`config.mk`:
```
export PLATFORM = sky130hd
export DESIGN_NAME = fifo_write_arbiter
export DESIGN_NICKNAME = d
export VERILOG_FILES = /design/src/rtl/fifo_pkg.sv /design/src/rtl/rr_pick.sv /design/src/rtl/fifo_write_arbiter.sv
export SDC_FILE = /design/constraint.sdc
export NUM_CORES = 1
export LEC_CHECK = 0
export ABC_AREA = 1
export BUFFER_PORTS_ARGS = -buffer_cell sky130_fd_sc_hd__buf_2
export CAP_MARGIN = 30
export CORE_AREA = 2 2 77 79
export DETAILED_ROUTE_END_ITERATION = 16
export DIE_AREA = 0 0 79 81
export HOLD_SLACK_MARGIN = 0.06
export PLACE_DENSITY = 0.65
export SYNTH_ARGS = -nofsm -noshare
export SYNTH_HDL_FRONTEND = slang
export SYNTH_SLANG_ARGS = --single-unit
```
`constraint.sdc`:
```
create_clock -name clk -period 4.11 [get_ports clk]
set_clock_uncertainty 0.05 [all_clocks]
set_input_delay 0 -clock clk [delete_from_list [all_inputs] [get_ports clk]]
set_output_delay 0 -clock clk [all_outputs]
set_load 0.005 [all_outputs]
```
`src/rtl/fifo_pkg.sv`:
```
`default_nettype none
// ============================================================================
// Module      : fifo_pkg
// Description : Constants and FSM encoding shared by the FIFO write path.
// Revision    : 1.0 - initial release
// ============================================================================
package fifo_pkg;

    localparam int FIFO_DATA_W  = 8;
    localparam int FIFO_MAX_REQ = 8;

    typedef enum logic {
        ST_IDLE = 1'b0,
        ST_XFER = 1'b1
    } arb_state_e;

endpackage
`default_nettype wire

```
`src/rtl/rr_pick.sv`:
```
`default_nettype none
// ============================================================================
// Module      : rr_pick
// Description : Combinational round-robin picker, first valid at or after ptr.
// Revision    : 1.0 - initial release
// ============================================================================
module rr_pick #(
    parameter int NUM_REQ = 4,
    parameter int IDX_W   = 2
) (
    input  logic [NUM_REQ-1:0] req_i,
    input  logic [IDX_W-1:0]   ptr_i,
    output logic [NUM_REQ-1:0] onehot_o,
    output logic [IDX_W-1:0]   idx_o,
    output logic               any_o
);

    logic           w_found;
    logic [IDX_W:0] w_cand;

    always_comb begin
        onehot_o = '0;
        idx_o    = '0;
        any_o    = |req_i;
        w_found  = 1'b0;
        w_cand   = '0;
        for (int k = 0; k < NUM_REQ; k++) begin
            w_cand = {1'b0, ptr_i} + (IDX_W+1)'(k);
            if (w_cand >= (IDX_W+1)'(NUM_REQ)) begin
                w_cand = w_cand - (IDX_W+1)'(NUM_REQ);
            end
            if (!w_found && req_i[w_cand[IDX_W-1:0]]) begin
                w_found                       = 1'b1;
                onehot_o[w_cand[IDX_W-1:0]]   = 1'b1;
                idx_o                         = w_cand[IDX_W-1:0];
            end
        end
    end

endmodule
`default_nettype wire

```
`src/rtl/fifo_write_arbiter.sv`:
```
`default_nettype none
// ============================================================================
// Module      : fifo_write_arbiter
// Description : Packet-locked round-robin arbiter for the FIFO write port.
// Revision    : 1.0 - initial release
// ============================================================================
module fifo_write_arbiter
    import fifo_pkg::*;
#(
    parameter int NUM_REQ      = 4,
    parameter int DATA_W       = FIFO_DATA_W,
    parameter int IDLE_TIMEOUT = 15
) (
    input  logic                        clk,
    input  logic                        reset_n,
    input  logic                        en,
    input  logic [NUM_REQ-1:0]          req_valid,
    input  logic [NUM_REQ-1:0]          req_last,
    input  logic [NUM_REQ*DATA_W-1:0]   req_data,
    output logic [NUM_REQ-1:0]          req_ready,
    input  logic                        fifo_full,
    output logic                        fifo_write,
    output logic [DATA_W-1:0]           fifo_data,
    output logic [NUM_REQ-1:0]          grant,
    output logic                        busy,
    output logic                        timeout_err,
    output logic [2:0]                  timeout_id
);

    localparam int IDX_W = (NUM_REQ > 1) ? $clog2(NUM_REQ) : 1;
    localparam int CNT_W = $clog2(IDLE_TIMEOUT + 1);

    arb_state_e         state_q;
    logic [NUM_REQ-1:0] grant_q;
    logic [IDX_W-1:0]   rr_ptr_q;
    logic [IDX_W-1:0]   rr_ptr_d;
    logic [IDX_W-1:0]   win_idx_q;
    logic [CNT_W-1:0]   stall_cnt_q;
    logic [CNT_W-1:0]   stall_cnt_d;
    logic               timeout_err_q;
    logic [2:0]         timeout_id_q;

    logic [NUM_REQ-1:0] w_pick_onehot;
    logic [IDX_W-1:0]   w_pick_idx;
    logic               w_pick_any;
    logic               w_xfer;
    logic               w_accept;
    logic               w_stall;
    logic               w_timeout;

    rr_pick #(
        .NUM_REQ (NUM_REQ),
        .IDX_W   (IDX_W)
    ) u_rr_pick (
        .req_i    (req_valid),
        .ptr_i    (rr_ptr_q),
        .onehot_o (w_pick_onehot),
        .idx_o    (w_pick_idx),
        .any_o    (w_pick_any)
    );

    assign w_xfer     = (state_q == ST_XFER);
    assign req_ready  = w_xfer ? (grant_q & {NUM_REQ{~fifo_full}}) : '0;
    assign w_accept   = |(req_valid & req_ready);
    assign fifo_write = w_accept;
    assign fifo_data  = w_accept ? req_data[win_idx_q*DATA_W +: DATA_W] : '0;

    // Only stalls caused by the grantee count; FIFO back-pressure never does.
    assign w_stall     = w_xfer & ~req_valid[win_idx_q] & ~fifo_full;
    assign w_timeout   = w_stall & (stall_cnt_q == CNT_W'(IDLE_TIMEOUT - 1));
    assign stall_cnt_d = (stall_cnt_q == CNT_W'(IDLE_TIMEOUT)) ? stall_cnt_q
                                                               : stall_cnt_q + 1'b1;
    assign rr_ptr_d    = (win_idx_q == IDX_W'(NUM_REQ - 1)) ? '0 : win_idx_q + 1'b1;

    always_ff @(posedge clk) begin
        if (!reset_n) begin
            state_q       <= ST_IDLE;
            grant_q       <= '0;
            rr_ptr_q      <= '0;
            win_idx_q     <= '0;
            stall_cnt_q   <= '0;
            timeout_err_q <= 1'b0;
            timeout_id_q  <= '0;
        end else begin
            timeout_err_q <= 1'b0;
            case (state_q)
                ST_IDLE: begin
                    stall_cnt_q <= '0;
                    if (en && w_pick_any) begin
                        grant_q   <= w_pick_onehot;
                        win_idx_q <= w_pick_idx;
                        state_q   <= ST_XFER;
                    end
                end
                ST_XFER: begin
                    if (w_accept && req_last[win_idx_q]) begin
                        grant_q     <= '0;
                        rr_ptr_q    <= rr_ptr_d;
                        stall_cnt_q <= '0;
                        state_q     <= ST_IDLE;
                    end else if (w_accept) begin
                        stall_cnt_q <= '0;
                    end else if (w_timeout) begin
                        timeout_err_q <= 1'b1;
                        timeout_id_q  <= 3'(win_idx_q);
                        grant_q       <= '0;
                        rr_ptr_q      <= rr_ptr_d;
                        stall_cnt_q   <= '0;
                        state_q       <= ST_IDLE;
                    end else if (w_stall) begin
                        stall_cnt_q <= stall_cnt_d;
                    end
                end
                default: state_q <= ST_IDLE;
            endcase
        end
    end

    assign grant       = grant_q;
    assign busy        = w_xfer;
    assign timeout_err = timeout_err_q;
    assign timeout_id  = timeout_id_q;

endmodule
`default_nettype wire

```
==> run metrics, run 1 <==
Synth area leaders=dfxtp_1, nand2_1, nor2_1; Syn Area/Cell=6.01 µm²; Yosys top cell area share=0.197; share of cells above drive strength 1=0.282; post-synthesis sequential area ratio=0.197; Synth Area in Adders=0.0771; worst r2r path cells=11; Die Ht=81 µm; CTS Buf Count=3; CTS tree=yes; Crit. End Element=register; routed wire length=4.50 mm; combinational fraction of design power=0.293; Syn Inst Count=270; compound-cell area share of the yosys netlist=0.187; clk_lat worst skew=0.25 ns; CP startpoint kind=register; Lkg Pwr=1.01 nW; crit-path max FO=24; ys flop type=dfxtp_1; maximum vdd drop=0.168 mV; largest net degree at the start of global routing=25; Longest Clk Path Bufs=2; Placer Congestion=0.827; vias in the first global route=1653; P per Cell Area=215 nW/µm²; status=finished, final reports clean; WS Path Type=reg -> reg; worst hold path type=in -> reg; XOR/XNOR Fraction of Synth Area=0; reg2reg setup slack=1.68 ns; DRC=0; area of the mapped netlist=1620 µm²; Final ANT Viol Nets=0; Synth async-reset ratio=0; RR Endpoint=grant[3]$_SDFFE_PN0P_; via count=1888; CP Capture Point=grant[3]$_SDFFE_PN0P_; CP startpoint=win_idx_q[0]$_SDFFE_PN0P_; Post-synth EDFFs=0; first-pass GRT wire length=7.35 mm; Initial Util=0.286; Clock power frac=0.315; Setup-failing EPs final=0; mux contribution to synthesized area=0; reg2reg start=win_idx_q[0]$_SDFFE_PN0P_; DR WL/cell=11.1 µm; clock-pin slew on the worst setup and hold paths=0.06 ns; max_cap viols=0; IO buf count=64; Area Growth Syn to Fin=26.9%; vias per cell=4.66; Iter 0 DRT Violations=72; Slew HR=0.486; simple-gate share of the synthesized area=0.458; top cell type by total area after synthesis=dfxtp_1; Die X=79 µm; worst endpoint required time=4.19 ns; WP data arrival=2.51 ns; nets=385; post-synth net total=324; Reg power frac=0.391; Fin. Hold Viols=0; Pins Over Slew Limit=0; Psw=0.146 mW; DRT Pass-1 Iters=4; Die Area=6400 µm²; core area=5680 µm²; antenna violations before repair=0; Fmax achieved=411 MHz; # H-tree levels=1; Final Non-Filler Cells=405; synth warn=0; hold_ws=0.197 ns; post-CTS setup buffers=0; Cell variety after synth=29; setup TNS=0 ns; Tcrit/Tclk final=0.592; Fill cells=643; Congestion Overflow GR=0; gr usage total=0.139; Sw Share=0.330; largest family of logic cells by synthesized area=simple AND/OR/NAND/NOR gates; P_int=0.296 mW; placed insts=400; RSZ-0062 raised after global routing=false; Root Driver=clkbuf_8; row count=28; post-synthesis register bit count=16; Least-Margin Pin Slew=0.770 ns; Tmin final=2.43 ns; num ports=66; post-detail-place hpwl=3.57 mm; clock sinks=16; n_diodes=0
-- cells by family after synthesis --
kind of cell / after synthesis
AOI/OAI and AO/OA: 54
and+or+nand+nor: 158
DFF: 16
adders and majority gates: 10
other: 1
buffers and inverters: 31
-- area by class of cell --
| type | instances | area, µm² | area share |
|---|---|---|---|
| multi-input combinational | 223 | 1170 | 0.570 |
| tap | 75 | 93.8 | 0.0456 |
| sequential | 16 | 320 | 0.156 |
| inverter | 22 | 85.1 | 0.0413 |
| timing repair buffer | 65 | 330 | 0.160 |
| clock buffer | 4 | 55.1 | 0.0267 |
-- stage by stage --
stage | power [mW] | util | setup WS [ns] | area [µm²]
after floorplan | 0.260 | - | 2.29 | 1620
after global placement | 0.304 | 0.351 | 1.84 | 1990
after detailed placement | 0.305 | 0.351 | 1.76 | 1990
after CTS | 0.445 | 0.363 | 1.74 | 2060
after global routing | 0.476 | 0.363 | 1.41 | 2060
final | 0.442 | 0.363 | 1.68 | 2060
-- cells in the mapped netlist (2+ instances only) --
cell type,number
nand2_1,54
nor2_1,49
nand3_1,35
a21oi_1,21
o21ai_0,21
inv_1,18
dfxtp_1,16
ha_1,10
nand2_4,6
nand2_2,5
a21boi_0,4
a21oi_2,4
clkbuf_1,4
inv_2,3
buf_1,2
buf_4,2
nand4_1,2
nor2_2,2
nor2_4,2
-- layer usage --
layer | global-route usage | wire (µm)
met3 | 0.0278 | 206
met4 | 0.0259 | 18
met1 | 0.182 | 1990
met5 | 0 | 0
met2 | 0.241 | 2290
-- power groups by stage --
| stage | Sequential (mW) | Combinational [mW] | Clock [mW] |
|---|---|---|---|
| 2_1_floorplan | 0.169 | 0.0916 | 0 |
| 3_3_place_gp | 0.176 | 0.128 | 0 |
| 3_5_place_dp | 0.176 | 0.129 | 0 |
| 4_1_cts | 0.173 | 0.130 | 0.142 |
| 5_1_grt | 0.174 | 0.149 | 0.153 |
| 6_report | 0.173 | 0.129 | 0.139 |
-- layout by cell type, fill, tap and decap left out, drive strengths merged --
cell | Yosys | layout
nand2 | 65 | 65
buf | 5 | 64
nor2 | 54 | 54
nand3 | 36 | 36
a21oi | 25 | 25
o21ai | 22 | 22
inv | 22 | 22
dfxtp | 16 | 16
ha | 10 | 10
a21boi | 4 | 4
clkbuf | 4 | 4
nand4 | 2 | 2
o211ai | 1 | 1
nor3 | 1 | 1
o21a | 1 | 1
a211oi | 1 | 1
conb | 1 | 1
dlygate4sd3 | 0 | 1
-- critical path, stage by stage (launching register included) --
cell and delay [ns]:
dfxtp_1 0.82, inv_1 0.47, nand2_1 0.16, nand3_1 0.08, nand2_1 0.10, nand3_1 0.18
nand2_4 0.12, nand2_4 0.06, nand2_2 0.08, nand2_4 0.06, nand2_1 0.07, a21oi_2 0.05
-- registers in the layout, summed over array words and instances (netlist names) --
name and flops:
stall_cnt_q 4, busy 1, win_idx_q 2, timeout_id 2, timeout_err 1, grant 4, rr_ptr_q 2
-- worst min path at each step --
stage                     startpoint  cells past startpoint                          to
after detailed placement     reset_n                      3  timeout_id[0]$_SDFFE_PN0P_
final                      fifo_full                      4      timeout_err$_SDFF_PP0_
after CTS                  fifo_full                      4      timeout_err$_SDFF_PP0_
after global placement       reset_n                      3  timeout_id[0]$_SDFFE_PN0P_
after floorplan              reset_n                      2    rr_ptr_q[1]$_SDFFE_PN0P_
after global routing       fifo_full                      4      timeout_err$_SDFF_PP0_
-- timing repair --
action                    in CTS  in global routing
hold endpoints to repair       4                  0
resized for setup              0                  0
hold buffers                   1                  0
No activity file was read; power rests on OpenSTA's default activity.
==> run 2, diff against run 1 <==
--- a/config.mk
+++ b/config.mk
@@ -12,7 +12,7 @@
 export DETAILED_ROUTE_END_ITERATION = 16
 export DIE_AREA = 0 0 79 81
 export HOLD_SLACK_MARGIN = 0.06
-export PLACE_DENSITY = 0.65
+export PLACE_DENSITY = 0.67
 export SYNTH_ARGS = -nofsm -noshare
 export SYNTH_HDL_FRONTEND = slang
 export SYNTH_SLANG_ARGS = --single-unit
==> constraint.sdc (replaced) <==
create_clock -name clk -period 2.1 [get_ports clk]
set_clock_uncertainty 0.05 [all_clocks]
set_input_delay 0 -clock clk [delete_from_list [all_inputs] [get_ports clk]]
set_output_delay 0 -clock clk [all_outputs]
set_load 0.005 [all_outputs]
==> run metrics, run 2 (synthesized netlist as in run 1, its figures left out) <==
CP startpoint kind=register; P per Cell Area=421 nW/µm²; Overall Power=0.887 mW; clock sinks=16; placed inst area=2040 µm²; gr usage total=0.141; Crit. End Element=register; Fin. Hold Viols=0; worst r2r path cells=10; Iter 0 DRT Violations=93; commonest non-fill, non-tap cell in the layout=buf_2; slowest CP cell=dfxtp_2; clock-pin slew on the worst setup and hold paths=0.07 ns; Die Ht=81 µm; Area Growth Syn to Fin=29.8%; largest net degree at the start of global routing=20; Die X=79 µm; nets=391; leading cell types in the layout, fill and taps excluded=buf_2, nand2_1, nor2_1, nand3_1; CTS tree=yes; CTS Buf Count=3; Setup-failing EPs final=0; maximum vdd drop=0.198 mV; hold path depth=4; core area=5680 µm²; WP data arrival=1.97 ns; crit-path cells=inv_1, ha_1, inv_1, nand3_1, nand2_1, nor2_2, a21oi_1, nand3_1, nand2_1, a21oi_2; post-CTS setup buffers=0; CP startpoint=rr_ptr_q[1]$_SDFFE_PN0P_; Tmin final=1.82 ns; Die Area=6400 µm²; DRC=0; row count=28; IO buf count=64; crit-path max FO=7; Congestion Overflow GR=0; Longest Clk Path Bufs=2; share of cells above drive strength 1=0.298; Buf/Inv on CP=2; Final Cell Area=2110 µm²; Hold Startpoint=fifo_full; Placer Congestion=0.922; first-pass GRT wire length=7.42 mm; Final ANT Viol Nets=0; post-detail-place hpwl=3.59 mm; Pins Over Slew Limit=0; DR WL/cell=11.2 µm; Lkg Pwr=1.04 nW; Critical Path Max Stage Delay=0.40 ns; Worst path top cell family by delay=simple AND/OR/NAND/NOR gates; via count=1939; worst endpoint required time=2.24 ns; vias per cell=4.72; RSZ-0062 raised after global routing=false; antenna violations before repair=0; WS Path Type=reg -> reg; Tcrit/Tclk final=0.868; n_diodes=0; worst hold path type=in -> reg; max_cap viols=0; # H-tree levels=1; Root Driver=clkbuf_8; clk_lat worst skew=0.26 ns; status=finished, final reports clean; Hold Path Sink=timeout_err$_SDFF_PP0_; DRT Pass-1 Iters=4; reg2reg start=rr_ptr_q[1]$_SDFFE_PN0P_; num ports=66; setup TNS=0 ns; Fmax achieved=549 MHz; reg2reg setup slack=0.28 ns; Initial Util=0.286; RR Endpoint=grant[0]$_SDFFE_PN0P_; vias in the first global route=1714; routed wire length=4.61 mm
## run 2: changes by cell type in the layout (fill, tap and decap cells not counted), sizes merged
cell,change
buf,+6
## run 2: worst max path at each step
stage                                 end  slack, ns  depth (start not counted)
floorplan           grant[0]$_SDFFE_PN0P_       0.28                         11
global placement    grant[0]$_SDFFE_PN0P_       0.29                         10
detailed placement  grant[0]$_SDFFE_PN0P_       0.22                         10
CTS                 grant[0]$_SDFFE_PN0P_       0.20                         10
global route        grant[3]$_SDFFE_PN0P_       0.05                         10
finish              grant[0]$_SDFFE_PN0P_       0.28                         10
## run 2: metrics by stage
step                      utilization  hold WS, ns  setup WS, ns  instances
after CTS                       0.371        0.186         0.201        411
after detailed placement        0.359        0.247         0.221        406
after floorplan                     -       0.0884         0.277        270
final                           0.371        0.186         0.278        411
after global routing            0.371        0.227        0.0506        411
after global placement          0.359        0.248         0.294        406
## run 2: area by class of cell
type                            count  area (µm²)
Tap cell                           75        93.8
Inverter                           22        85.1
Clock buffer                        4        55.1
Multi-Input combinational cell    223        1170
Sequential cell                    16         322
Fill cell                         645        3570
Timing Repair Buffer               71         375
## run 2: routing by layer
metal  vias up  global-route usage  part of all wire  wire length, µm
met4         0              0.0345            0.0059               27
met3         4              0.0256             0.051              234
met1       865               0.177              0.44             2030
met2        54               0.248              0.50             2320
li1       1016                   -                 -                -
met5         -                   0                 0                0
## run 2: worst register-to-register path, cell delays in order, from the launching register on
cell and delay, ns:
dfxtp_2 0.40, inv_1 0.08, ha_1 0.36, inv_1 0.11, nand3_1 0.09, nand2_1 0.07
nor2_2 0.21, a21oi_1 0.11, nand3_1 0.08, nand2_1 0.06, a21oi_2 0.14
## run 2: power by group
part | leakage (nW) | total, mW | switching, mW | internal [mW]
logic | 0.882 | 0.274 | 0.166 | 0.109
registers | 0.130 | 0.326 | 0.0129 | 0.313
clock network | 0.0288 | 0.286 | 0.120 | 0.167
total | 1.04 | 0.887 | 0.298 | 0.589
## run 2: timing repair
| action | in CTS | in global routing |
|---|---|---|
| setup endpoints to repair | 0 | 6 |
| hold buffers | 1 | 0 |
| hold endpoints to repair | 4 | 0 |
| resized for setup | 0 | 1 |
